## config.mk

```make
export PLATFORM = sky130hd
export DESIGN_NAME = instr_encoder
export DESIGN_NICKNAME = d
export VERILOG_FILES = /design/src/rtl/instr_pkg.sv /design/src/rtl/imm_pack.sv /design/src/rtl/instr_encoder.sv
export SDC_FILE = /design/constraint.sdc
export NUM_CORES = 1
export LEC_CHECK = 0
export ABC_AREA = 1
export CAP_MARGIN = 40
export CORE_MARGIN = 5
export CORE_UTILIZATION = 35
export CTS_CLUSTER_DIAMETER = 30
export DETAILED_ROUTE_END_ITERATION = 12
export GPL_TIMING_DRIVEN = 0
export RECOVER_POWER = 25
export SYNTH_ARGS = -nofsm -noshare
export SYNTH_HDL_FRONTEND = slang
export SYNTH_SLANG_ARGS = --single-unit
```

## constraint.sdc

```tcl
create_clock -name clk -period 2.5 [get_ports clk]
set_input_delay 0.25 -clock clk [delete_from_list [all_inputs] [get_ports clk]]
set_output_delay 0.25 -clock clk [all_outputs]
set_load 0.005 [all_outputs]
```

## src/rtl/instr_pkg.sv

```systemverilog
// Shared constants and enums for the ADDI/BNE instruction encoder.
package instr_pkg;

  localparam logic       OP_ADDI    = 1'b0;
  localparam logic       OP_BNE     = 1'b1;
  localparam logic [6:0] OPC_OP_IMM = 7'b0010011;
  localparam logic [6:0] OPC_BRANCH = 7'b1100011;
  localparam logic [2:0] F3_ADDI    = 3'b000;
  localparam logic [2:0] F3_BNE     = 3'b001;

  typedef enum logic [1:0] {
    ST_IDLE = 2'd0,
    ST_RUN  = 2'd1,
    ST_ERR  = 2'd2
  } state_e;

  typedef enum logic [1:0] {
    ERR_NONE  = 2'd0,
    ERR_RANGE = 2'd1,
    ERR_ALIGN = 2'd2,
    ERR_OVF   = 2'd3
  } err_code_e;

endpackage

```

## src/rtl/imm_pack.sv

```systemverilog
// Combinational packer: builds the 32-bit ADDI/BNE word and flags immediates
// that cannot be represented exactly.
module imm_pack
  import instr_pkg::*;
#(
  parameter int unsigned DATA_WIDTH = 32
) (
  input  logic                  op_i,
  input  logic [4:0]            rd_i,
  input  logic [4:0]            rs1_i,
  input  logic [4:0]            rs2_i,
  input  logic [DATA_WIDTH-1:0] imm_i,
  output logic [31:0]           word_c_o,
  output logic                  range_ok_c_o,
  output logic                  align_ok_c_o
);

  logic [DATA_WIDTH-1:0] sx12;
  logic [DATA_WIDTH-1:0] sx13;

  // An immediate fits iff sign-extending its low field reproduces it.
  always_comb begin
    sx12 = {{(DATA_WIDTH-12){imm_i[11]}}, imm_i[11:0]};
    sx13 = {{(DATA_WIDTH-13){imm_i[12]}}, imm_i[12:0]};
    range_ok_c_o = (op_i == OP_BNE) ? (imm_i == sx13) : (imm_i == sx12);
    align_ok_c_o = !((op_i == OP_BNE) && imm_i[0]);
    if (op_i == OP_BNE) begin
      word_c_o = {imm_i[12], imm_i[10:5], rs2_i, rs1_i, F3_BNE,
                  imm_i[4:1], imm_i[11], OPC_BRANCH};
    end else begin
      word_c_o = {imm_i[11:0], rs1_i, F3_ADDI, rd_i, OPC_OP_IMM};
    end
  end

endmodule

```

## src/rtl/instr_encoder.sv

```systemverilog
// Streams ADDI/BNE field beats into encoded words written to instruction
// memory at consecutive word addresses, with range/alignment/overflow errors.
module instr_encoder
  import instr_pkg::*;
#(
  parameter int unsigned MAX_INSTR  = 256,
  parameter int unsigned DATA_WIDTH = 32
) (
  input  logic                  clk,
  input  logic                  rst_n,
  input  logic                  start,
  input  logic [DATA_WIDTH-1:0] base_addr,
  input  logic                  in_valid,
  output logic                  in_ready,
  input  logic                  in_op,
  input  logic [4:0]            in_rd,
  input  logic [4:0]            in_rs1,
  input  logic [4:0]            in_rs2,
  input  logic [DATA_WIDTH-1:0] in_imm,
  input  logic                  in_last,
  output logic                  wr_en,
  output logic [DATA_WIDTH-1:0] wr_addr,
  output logic [DATA_WIDTH-1:0] wr_data,
  output logic                  busy,
  output logic                  done,
  output logic                  err,
  output logic [1:0]            err_code
);

  localparam int unsigned CNT_W = $clog2(MAX_INSTR) + 1;

  state_e                state_q, state_d;
  err_code_e             code_q, code_d;
  logic [DATA_WIDTH-1:0] ptr_q, ptr_d;
  logic [CNT_W-1:0]      cnt_q, cnt_d;
  logic                  wr_en_q, wr_en_d;
  logic [DATA_WIDTH-1:0] wr_addr_q, wr_addr_d;
  logic [DATA_WIDTH-1:0] wr_data_q, wr_data_d;
  logic                  done_q, done_d;
  logic                  fin_q, fin_d;
  logic                  ovf_q, ovf_d;
  logic                  rdy_q, rdy_d;
  logic                  busy_q, busy_d;
  logic                  err_q, err_d;

  logic [31:0] word_c;
  logic        range_ok_c;
  logic        align_ok_c;
  logic        acc_c;

  imm_pack #(.DATA_WIDTH(DATA_WIDTH)) u_imm_pack (
    .op_i         (in_op),
    .rd_i         (in_rd),
    .rs1_i        (in_rs1),
    .rs2_i        (in_rs2),
    .imm_i        (in_imm),
    .word_c_o     (word_c),
    .range_ok_c_o (range_ok_c),
    .align_ok_c_o (align_ok_c)
  );

  assign acc_c = in_valid && rdy_q;

  // fin_q/ovf_q mark a write cycle that must end the program afterwards.
  always_comb begin
    state_d   = state_q;
    code_d    = code_q;
    ptr_d     = ptr_q;
    cnt_d     = cnt_q;
    wr_en_d   = 1'b0;
    wr_addr_d = wr_addr_q;
    wr_data_d = wr_data_q;
    done_d    = 1'b0;
    fin_d     = 1'b0;
    ovf_d     = 1'b0;
    rdy_d     = 1'b0;
    unique case (state_q)
      ST_IDLE, ST_ERR: begin
        if (start) begin
          state_d = ST_RUN;
          ptr_d   = base_addr;
          cnt_d   = '0;
          code_d  = ERR_NONE;
          rdy_d   = 1'b1;
        end
      end
      ST_RUN: begin
        if (fin_q) begin
          state_d = ST_IDLE;
        end else if (ovf_q) begin
          state_d = ST_ERR;
          code_d  = ERR_OVF;
        end else begin
          rdy_d = 1'b1;
          if (acc_c) begin
            if (!range_ok_c) begin
              state_d = ST_ERR;
              code_d  = ERR_RANGE;
              rdy_d   = 1'b0;
            end else if (!align_ok_c) begin
              state_d = ST_ERR;
              code_d  = ERR_ALIGN;
              rdy_d   = 1'b0;
            end else begin
              wr_en_d   = 1'b1;
              wr_addr_d = ptr_q;
              wr_data_d = DATA_WIDTH'(word_c);
              ptr_d     = ptr_q + DATA_WIDTH'(4);
              cnt_d     = cnt_q + CNT_W'(1);
              if (in_last) begin
                done_d = 1'b1;
                fin_d  = 1'b1;
                rdy_d  = 1'b0;
              end else if (cnt_q == CNT_W'(MAX_INSTR - 1)) begin
                ovf_d = 1'b1;
                rdy_d = 1'b0;
              end
            end
          end
        end
      end
      default: state_d = ST_IDLE;
    endcase
    busy_d = (state_d == ST_RUN);
    err_d  = (state_d == ST_ERR);
  end

  always_ff @(posedge clk or negedge rst_n) begin
    if (!rst_n) begin
      state_q   <= ST_IDLE;
      code_q    <= ERR_NONE;
      ptr_q     <= '0;
      cnt_q     <= '0;
      wr_en_q   <= 1'b0;
      wr_addr_q <= '0;
      wr_data_q <= '0;
      done_q    <= 1'b0;
      fin_q     <= 1'b0;
      ovf_q     <= 1'b0;
      rdy_q     <= 1'b0;
      busy_q    <= 1'b0;
      err_q     <= 1'b0;
    end else begin
      state_q   <= state_d;
      code_q    <= code_d;
      ptr_q     <= ptr_d;
      cnt_q     <= cnt_d;
      wr_en_q   <= wr_en_d;
      wr_addr_q <= wr_addr_d;
      wr_data_q <= wr_data_d;
      done_q    <= done_d;
      fin_q     <= fin_d;
      ovf_q     <= ovf_d;
      rdy_q     <= rdy_d;
      busy_q    <= busy_d;
      err_q     <= err_d;
    end
  end

  assign in_ready = rdy_q;
  assign wr_en    = wr_en_q;
  assign wr_addr  = wr_addr_q;
  assign wr_data  = wr_data_q;
  assign busy     = busy_q;
  assign done     = done_q;
  assign err      = err_q;
  assign err_code = code_q;

endmodule

```

==> results of run 1 <==
==> layout make-up <==
| class | count | area [um2] |
|---|---|---|
| Inverter | 57 | 214 |
| Multi-Input combinational cell | 611 | 2890 |
| Clock inverter | 6 | 111 |
| Fill cell | 1749 | 8880 |
| Timing Repair Buffer | 153 | 1540 |
| Tap cell | 225 | 282 |
| Buffer | 33 | 250 |
| Clock buffer | 10 | 239 |
| Sequential cell | 108 | 2700 |
==> critical path: cells and delay by family <==
kind,cells,cell delay (ns)
simple gates,7,0.68
buf+inv,3,1.21
compound gates,1,0.13
==> layer usage <==
metal | part of all wire | up-vias | track usage
met1 | 0.48 | 2563 | 0.266
met5 | 0 | - | 0
met4 | 0.021 | 0 | 0.0641
met2 | 0.44 | 160 | 0.288
li1 | - | 2866 | -
met3 | 0.057 | 21 | 0.0324
==> worst min path at each step <==
stage                                    endpoint  slack, ns
after floorplan                    busy$_DFF_PN0_      -0.05
after global placement     wr_addr[1]$_DFFE_PN0P_       0.46
after detailed placement  wr_addr[13]$_DFFE_PN0P_       0.24
after CTS                 wr_data[26]$_DFFE_PN0P_       0.40
after global routing      wr_data[26]$_DFFE_PN0P_       0.42
final                     wr_data[26]$_DFFE_PN0P_       0.42
==> cells in the final DEF (no fill, tap or decap), types with 3 or more instances in the layout <==
cell             count
o21ai_0             26
nand3b_1             3
clkbuf_1             4
buf_6               11
nor2_1              84
or2_2                5
nand4_1              5
clkbuf_16            9
nand3_1             49
o31ai_1              3
buf_2                8
o21ai_2             21
nand2_1            338
inv_2                4
clkdlybuf4s50_1    150
conb_1               4
o21ai_1             11
ha_1                 3
bufinv_16            3
xor2_1              17
a21oi_1              5
buf_4                9
inv_1               53
mux2i_1             19
dfrtp_1            108
==> metrics by stage <==
stage	setup TNS (ns)	util	setup slack (ns)
after CTS	0	0.481	0.421
final	0	0.481	0.448
after global placement	-348.12	0.459	-3.23
after detailed placement	0	0.460	0.0455
after floorplan	0	-	0.735
after global routing	0	0.481	0.239
==> sequential cells by signal, indices dropped and copies added (netlist names), 2 cells and up <==
name	cells
ptr_q	32
wr_addr	32
cnt_q	9
err_code	2
state_q	2
wr_data	25
==> cell families (layout without fill, tap and decap cells) <==
| kind of cell | count (synthesis) | count (layout) | synth area share |
|---|---|---|---|
| xor gates and xnor gates | 17 | 17 | 0.0246 |
| other | 1 | 4 | 0.000620 |
| and+or+nand+nor | 495 | 495 | 0.336 |
| adders and majority gates | 3 | 3 | 0.00621 |
| muxes | 19 | 19 | 0.0315 |
| DFF | 108 | 108 | 0.447 |
| buffers and inverters | 90 | 259 | 0.0768 |
| AOI/OAI and AO/OA | 73 | 73 | 0.0776 |
==> power groups by stage <==
| stage | logic, mW | clock network (mW) | registers (mW) |
|---|---|---|---|
| 5_1_grt | 3.10 | 1.79 | 2.45 |
| 3_3_place_gp | 2.75 | 0 | 2.43 |
| 4_1_cts | 2.79 | 1.72 | 2.40 |
| 2_1_floorplan | 1.95 | 0 | 2.33 |
| 6_report | 2.78 | 1.68 | 2.40 |
| 3_5_place_dp | 2.77 | 0 | 2.43 |
==> results.py, run 1 <==
metrics = {
    "cells_and_area": {
        "diodes": 0,
        "synthToLayoutAreaGrowth_pct": 36.2,
        "stdcell_area_um2": 8230,
        "fin_nets": 1061,
        "drive_gt1_frac": 0.0890,
        "final_cell_count_no_fill": 1203,
    },
    "clock_tree": {
        "clock_path_buffers": 2,
        "tritoncts": "done",
        "cts_hold_buf": 1,
        "cts_max_level": 3,
        "clockRootBuffer": "clkbuf_16",
        "cts-buffers-inserted": 9,
        "cts.sinks": 108,
        "clock_latency_ns": 0.36,
        "cts_resized": 0,
        "path_clk_slew_ns": 0.07,
        "post_cts_buffers": 0,
    },
    "placement": {
        "place_inst": 1186,
        "globalplace.congestion": 0.919,
        "postPlaceCellArea_um2": 7880,
        "dp.final_hpwl_mm": 14.0,
        "portBuffers": 151,
    },
    "worst_setup_path": {
        "crit_path_start_kind": "input port",
        "slowest_delay_ns": 0.59,
        "crit_required_ns": 2.72,
        "rr_startpoint": "ptr_q[2]$_DFFE_PN0P_",
        "crit_start": "in_imm[12]",
        "regToRegSetupSlack_ns": 0.45,
        "worst_r2r_path_depth": 11,
        "endpoint": "wr_addr[2]$_DFFE_PN0P_",
        "critical_path.slowest_cell": "clkdlybuf4s50_1",
        "cp-end-kind": "register",
        "crit_top_cell": "nor2_1",
        "r2r_end": "ptr_q[30]$_DFFE_PN0P_",
        "critical_path_arrival_ns": 2.27,
        "path_class": "in -> reg",
        "crit_path_max_fanout": 10,
        "path_cells": "clkdlybuf4s50_1 > inv_1 > nand3_1 > nor2_1 > nor2_1 > nor2_1 > nand2_1 > nand2_2 > nand2_4 > clkbuf_1 > o21ai_1",
    },
    "synth": {
        "avgSynthCellArea_um2": 7.50,
        "synthArstFlopShare": 1.00,
        "synthTopCellsByArea": "dfrtp_1 45%, nand2_1 21%, nor2_1 5.2%",
        "ys_ff_latch": 108,
        "synth_edf_count": 0,
        "yosysUniqueCellTypes": 37,
        "synth-main-ff-cell": "dfrtp_1",
        "yosysMostFrequentCell": "nand2_1",
        "seq_area_frac_synth": 0.447,
        "synth.cell_area_um2": 6050,
        "synthCells": 806,
        "synthTopCellsByCount": "338 x nand2_1, 108 x dfrtp_1, 84 x nor2_1",
        "yosys_warnings": 0,
        "synth_top_area_cell": "dfrtp_1",
        "synth_top_area_frac": 0.447,
    },
    "power": {
        "p_int_mw": 4.12,
        "ir_drop_uv": 416,
        "switching_share": 0.400,
        "pwr-share-comb": 0.405,
        "p_clk_frac": 0.245,
        "power_leakage_nw": 3.89,
        "p_sw_mw": 2.75,
        "p_seq_frac": 0.350,
        "power_density_nw_per_um2": 834,
        "total_power_mw": 6.87,
    },
    "min_path": {
        "min_path_type": "in -> reg",
        "hold_start": "in_imm[6]",
        "hold-path-cell-count": 3,
    },
    "sta": {
        "slew_viol_final": 0,
        "maxSlewHeadroom": 0.0657,
        "fin_hold_ws_ns": 0.420,
        "fin_skew_ns": 0.00740,
        "tightest_slew_ns": 1.40,
        "period_share": 0.821,
        "setup_viol": 0,
        "fin_crit_ns": 2.05,
        "max_freq_ghz": 0.487,
        "final_hold_viol_count": 0,
        "rsz0062_at_grt": "no",
    },
    "die": {
        "row_count": 48,
        "die_h_um": 141,
        "initial_core_util": 0.353,
        "die_area_um2": 20000,
        "core_region_area_um2": 17100,
        "die-width_um": 141,
        "io_pins": 156,
    },
    "global_routing": {
        "grt.overflow.total": 0,
        "grt_pass1_wl_mm": 29.7,
        "antenna_found_initial": 0,
        "grt_usage": 0.187,
        "grt_pass1_vias": 5487,
        "grt_start_max_net_pins": 56,
    },
    "route": {
        "drt_iter0_drc": 453,
        "via_per_inst": 4.66,
        "drc_errors": 0,
        "vias": 5610,
        "wirelength_mm": 18.4,
        "dr.pass1.iters": 5,
        "antenna_left": 0,
        "routedWlPerCell_um": 15.3,
    },
    "status": {
        "status": "finished, final reports clean",
    },
    "run": {
        "drv_cap": 0,
    },
}
Power figures use the tool's default switching activity.
==> run 2: changes to the inputs <==
==> constraint.sdc (replaced) <==
create_clock -name clk -period 1.8 [get_ports clk]
set_input_delay 0.18 -clock clk [delete_from_list [all_inputs] [get_ports clk]]
set_output_delay 0.18 -clock clk [all_outputs]
set_load 0.005 [all_outputs]
==> run 2 against run 1 <==
Compared with the run above:
- the flow now finishes with violations (setup timing)
- worst hold slack lost 0.068 ns
- core utilization rose by 2.6 points
- combinational power rose by 54%
- wire length grew 3.1%
- setup slack worse by 0.51 ns
- critical path depth stayed put
- clock skew is 0.00086 ns higher
- sequential cell count did not move
- sequential power up 40%
- first-iteration DRC count fell by 13%
- clock power rose by 39%
- power increased by 45%
- critical path type is now reg -> reg
==> results.py, run 2 (synthesis results as in run 1) <==
metrics = {
    "placement": {
        "postPlaceCellArea_um2": 7880,
        "portBuffers": 151,
        "globalplace.congestion": 0.919,
        "preCtsSetupSlack_ns": -0.584,
        "dp.final_hpwl_mm": 14.0,
    },
    "power": {
        "power_leakage_nw": 4.05,
        "p_seq_frac": 0.337,
        "pwr-share-comb": 0.430,
        "ir_drop_uv": 579,
        "power_density_nw_per_um2": 1150,
        "p_int_mw": 5.99,
        "p_clk_frac": 0.234,
        "p_sw_mw": 3.98,
        "switching_share": 0.399,
    },
    "sta": {
        "finalWorstSetupSlack_ns": -0.0573,
        "period_share": 1.03,
        "fin_crit_ns": 1.86,
        "fin_skew_ns": 0.00826,
        "setup_viol": 32,
        "slew_viol_final": 0,
        "maxSlewHeadroom": 0.160,
        "tightest_slew_ns": 1.26,
        "rsz0062_at_grt": "yes",
        "max_freq_ghz": 0.538,
        "final_hold_viol_count": 0,
    },
    "clock_tree": {
        "clockRootBuffer": "clkbuf_16",
        "cts.sinks": 108,
        "clock_latency_ns": 0.36,
        "cts_max_level": 3,
        "clock_path_buffers": 2,
        "path_clk_slew_ns": 0.08,
        "cts-buffers-inserted": 9,
        "tritoncts": "done",
    },
    "cells_and_area": {
        "fin_util": 0.507,
        "drive_gt1_frac": 0.157,
        "final_common_cell": "nand2_1",
        "fin_nets": 1077,
        "synthToLayoutAreaGrowth_pct": 43.4,
        "diodes": 0,
        "final_cell_mix": "308 x nand2_1, 148 x clkdlybuf4s50_1, 106 x dfrtp_1",
        "stdcell_area_um2": 8670,
    },
    "route": {
        "route.top_layer_used": "met4",
        "drc_errors": 0,
        "antenna_left": 0,
        "met1Wirelength_mm": 8.79,
        "via_per_inst": 4.70,
        "routedWlPerCell_um": 15.5,
        "met2_length_mm": 8.51,
        "wl_met3_mm": 1.18,
        "dr.pass1.iters": 5,
        "wirelength_mm": 19.0,
        "drt_iter0_drc": 393,
        "vias": 5734,
    },
    "min_path": {
        "hold-path-cell-count": 3,
        "min_path_type": "in -> reg",
        "hold_path_end": "wr_data[28]$_DFFE_PN0P_",
        "hold_start": "in_imm[8]",
    },
    "worst_setup_path": {
        "crit_path_max_fanout": 8,
        "slowest_delay_ns": 0.40,
        "cp_top_family": "simple AND/OR/NAND/NOR gates",
        "critical_path_arrival_ns": 2.11,
        "critical_path.slowest_cell": "dfrtp_1",
        "path_class": "reg -> reg",
        "worst_r2r_path_depth": 11,
        "cp-end-kind": "register",
        "crit_required_ns": 2.06,
        "path_cells": "inv_2 > or2_1 > buf_6 > nor3_4 > nand3_2 > inv_4 > nand2_8 > buf_12 > clkbuf_16 > nand2_1 > nand2_1",
        "path_buf_inv": 5,
        "crit_path_start_kind": "register",
        "regToRegSetupSlack_ns": -0.06,
        "rr_startpoint": "state_q[0]$_DFF_PN0_",
        "crit_top_cell": "nand2_1",
        "r2r_end": "wr_addr[1]$_DFFE_PN0P_",
    },
    "status": {
        "status": "finished with violations",
        "violations": "setup timing",
    },
    "global_routing": {
        "grt.overflow.total": 0,
        "antenna_found_initial": 0,
        "grt_pass1_vias": 5519,
        "grt_usage": 0.188,
        "grt_pass1_wl_mm": 29.8,
        "grt_start_max_net_pins": 56,
    },
    "die": {
        "io_pins": 156,
        "die_h_um": 141,
        "initial_core_util": 0.353,
        "die_area_um2": 20000,
        "core_region_area_um2": 17100,
        "die-width_um": 141,
        "row_count": 48,
    },
    "run": {
        "drv_cap": 0,
    },
}
==> run 2: cell types whose count changed in the layout (fill, tap and decap cells not counted), sizes merged <==
cell,before,now
buf,30,43
clkbuf,15,18
clkdlybuf4s50,150,148
dlygate4sd2,0,2
==> run 2: area by class of cell <==
class,count,area (um2)
inverter,57,216
clock buffer,10,239
tap,225,282
timing repair buffer,169,1730
fill,1711,8440
sequential,108,2710
clock inverter,6,111
buffer,33,302
multi-input combinational,611,3090
==> run 2: stage by stage <==
stage / total power [mW] / hold WS (ns) / cells / setup TNS [ns]
after floorplan: 5.95 / -0.116 / 809 / 0
after global placement: 7.19 / 0.456 / 1185 / -456.45
after detailed placement: 7.22 / 0.175 / 1186 / -41.52
after CTS: 9.69 / 0.334 / 1208 / -0.0430
after global routing: 10.7 / 0.352 / 1219 / -10.05
final: 9.97 / 0.352 / 1219 / -0.677
==> run 2: worst max-delay path by stage <==
stage / slack (ns) / endpoint / startpoint / cells after the start
4_1_cts: -0.04 / cnt_q[8]$_DFFE_PN0P_ / cnt_q[0]$_DFFE_PN0P_ / 8
3_3_place_gp: -3.86 / wr_data[19]$_DFFE_PN0P_ / rst_n / 1
3_5_place_dp: -0.58 / wr_addr[28]$_DFFE_PN0P_ / in_imm[12] / 11
2_1_floorplan: 0.04 / cnt_q[8]$_DFFE_PN0P_ / cnt_q[0]$_DFFE_PN0P_ / 8
6_report: -0.06 / wr_addr[1]$_DFFE_PN0P_ / state_q[0]$_DFF_PN0_ / 11
5_1_grt: -0.16 / wr_data[15]$_DFFE_PN0P_ / state_q[0]$_DFF_PN0_ / 11
==> run 2: power by group through the flow <==
stage	clock network, mW	registers [mW]	logic (mW)
finish	2.33	3.36	4.29
global placement	0	3.38	3.81
detailed placement	0	3.37	3.85
global route	2.49	3.41	4.75
floorplan	0	3.24	2.71
CTS	2.39	3.33	3.97
==> run 2: worst register-to-register path, cell delays in order (launching register included) <==
cell and delay [ns]:
dfrtp_1 0.40, inv_2 0.06, or2_1 0.24, buf_6 0.14, nor3_4 0.18, nand3_2 0.12
inv_4 0.10, nand2_8 0.08, buf_12 0.16, clkbuf_16 0.16, nand2_1 0.06, nand2_1 0.05
==> run 2: per-layer routing <==
layer,GRT usage,up-vias
li1,-,2900
met1,0.266,2643
met2,0.289,163
met3,0.0340,28
met4,0.0652,0
met5,0,-
==> run 2: what timing repair did <==
action	4_1_cts	5_1_grt
setup endpoints to repair	80	98
pin swaps	2	35
endpoints found under the hold margin	53	0
hold buffers	1	0
gates cloned	0	4
resized for setup	17	70
buffers inserted	5	7
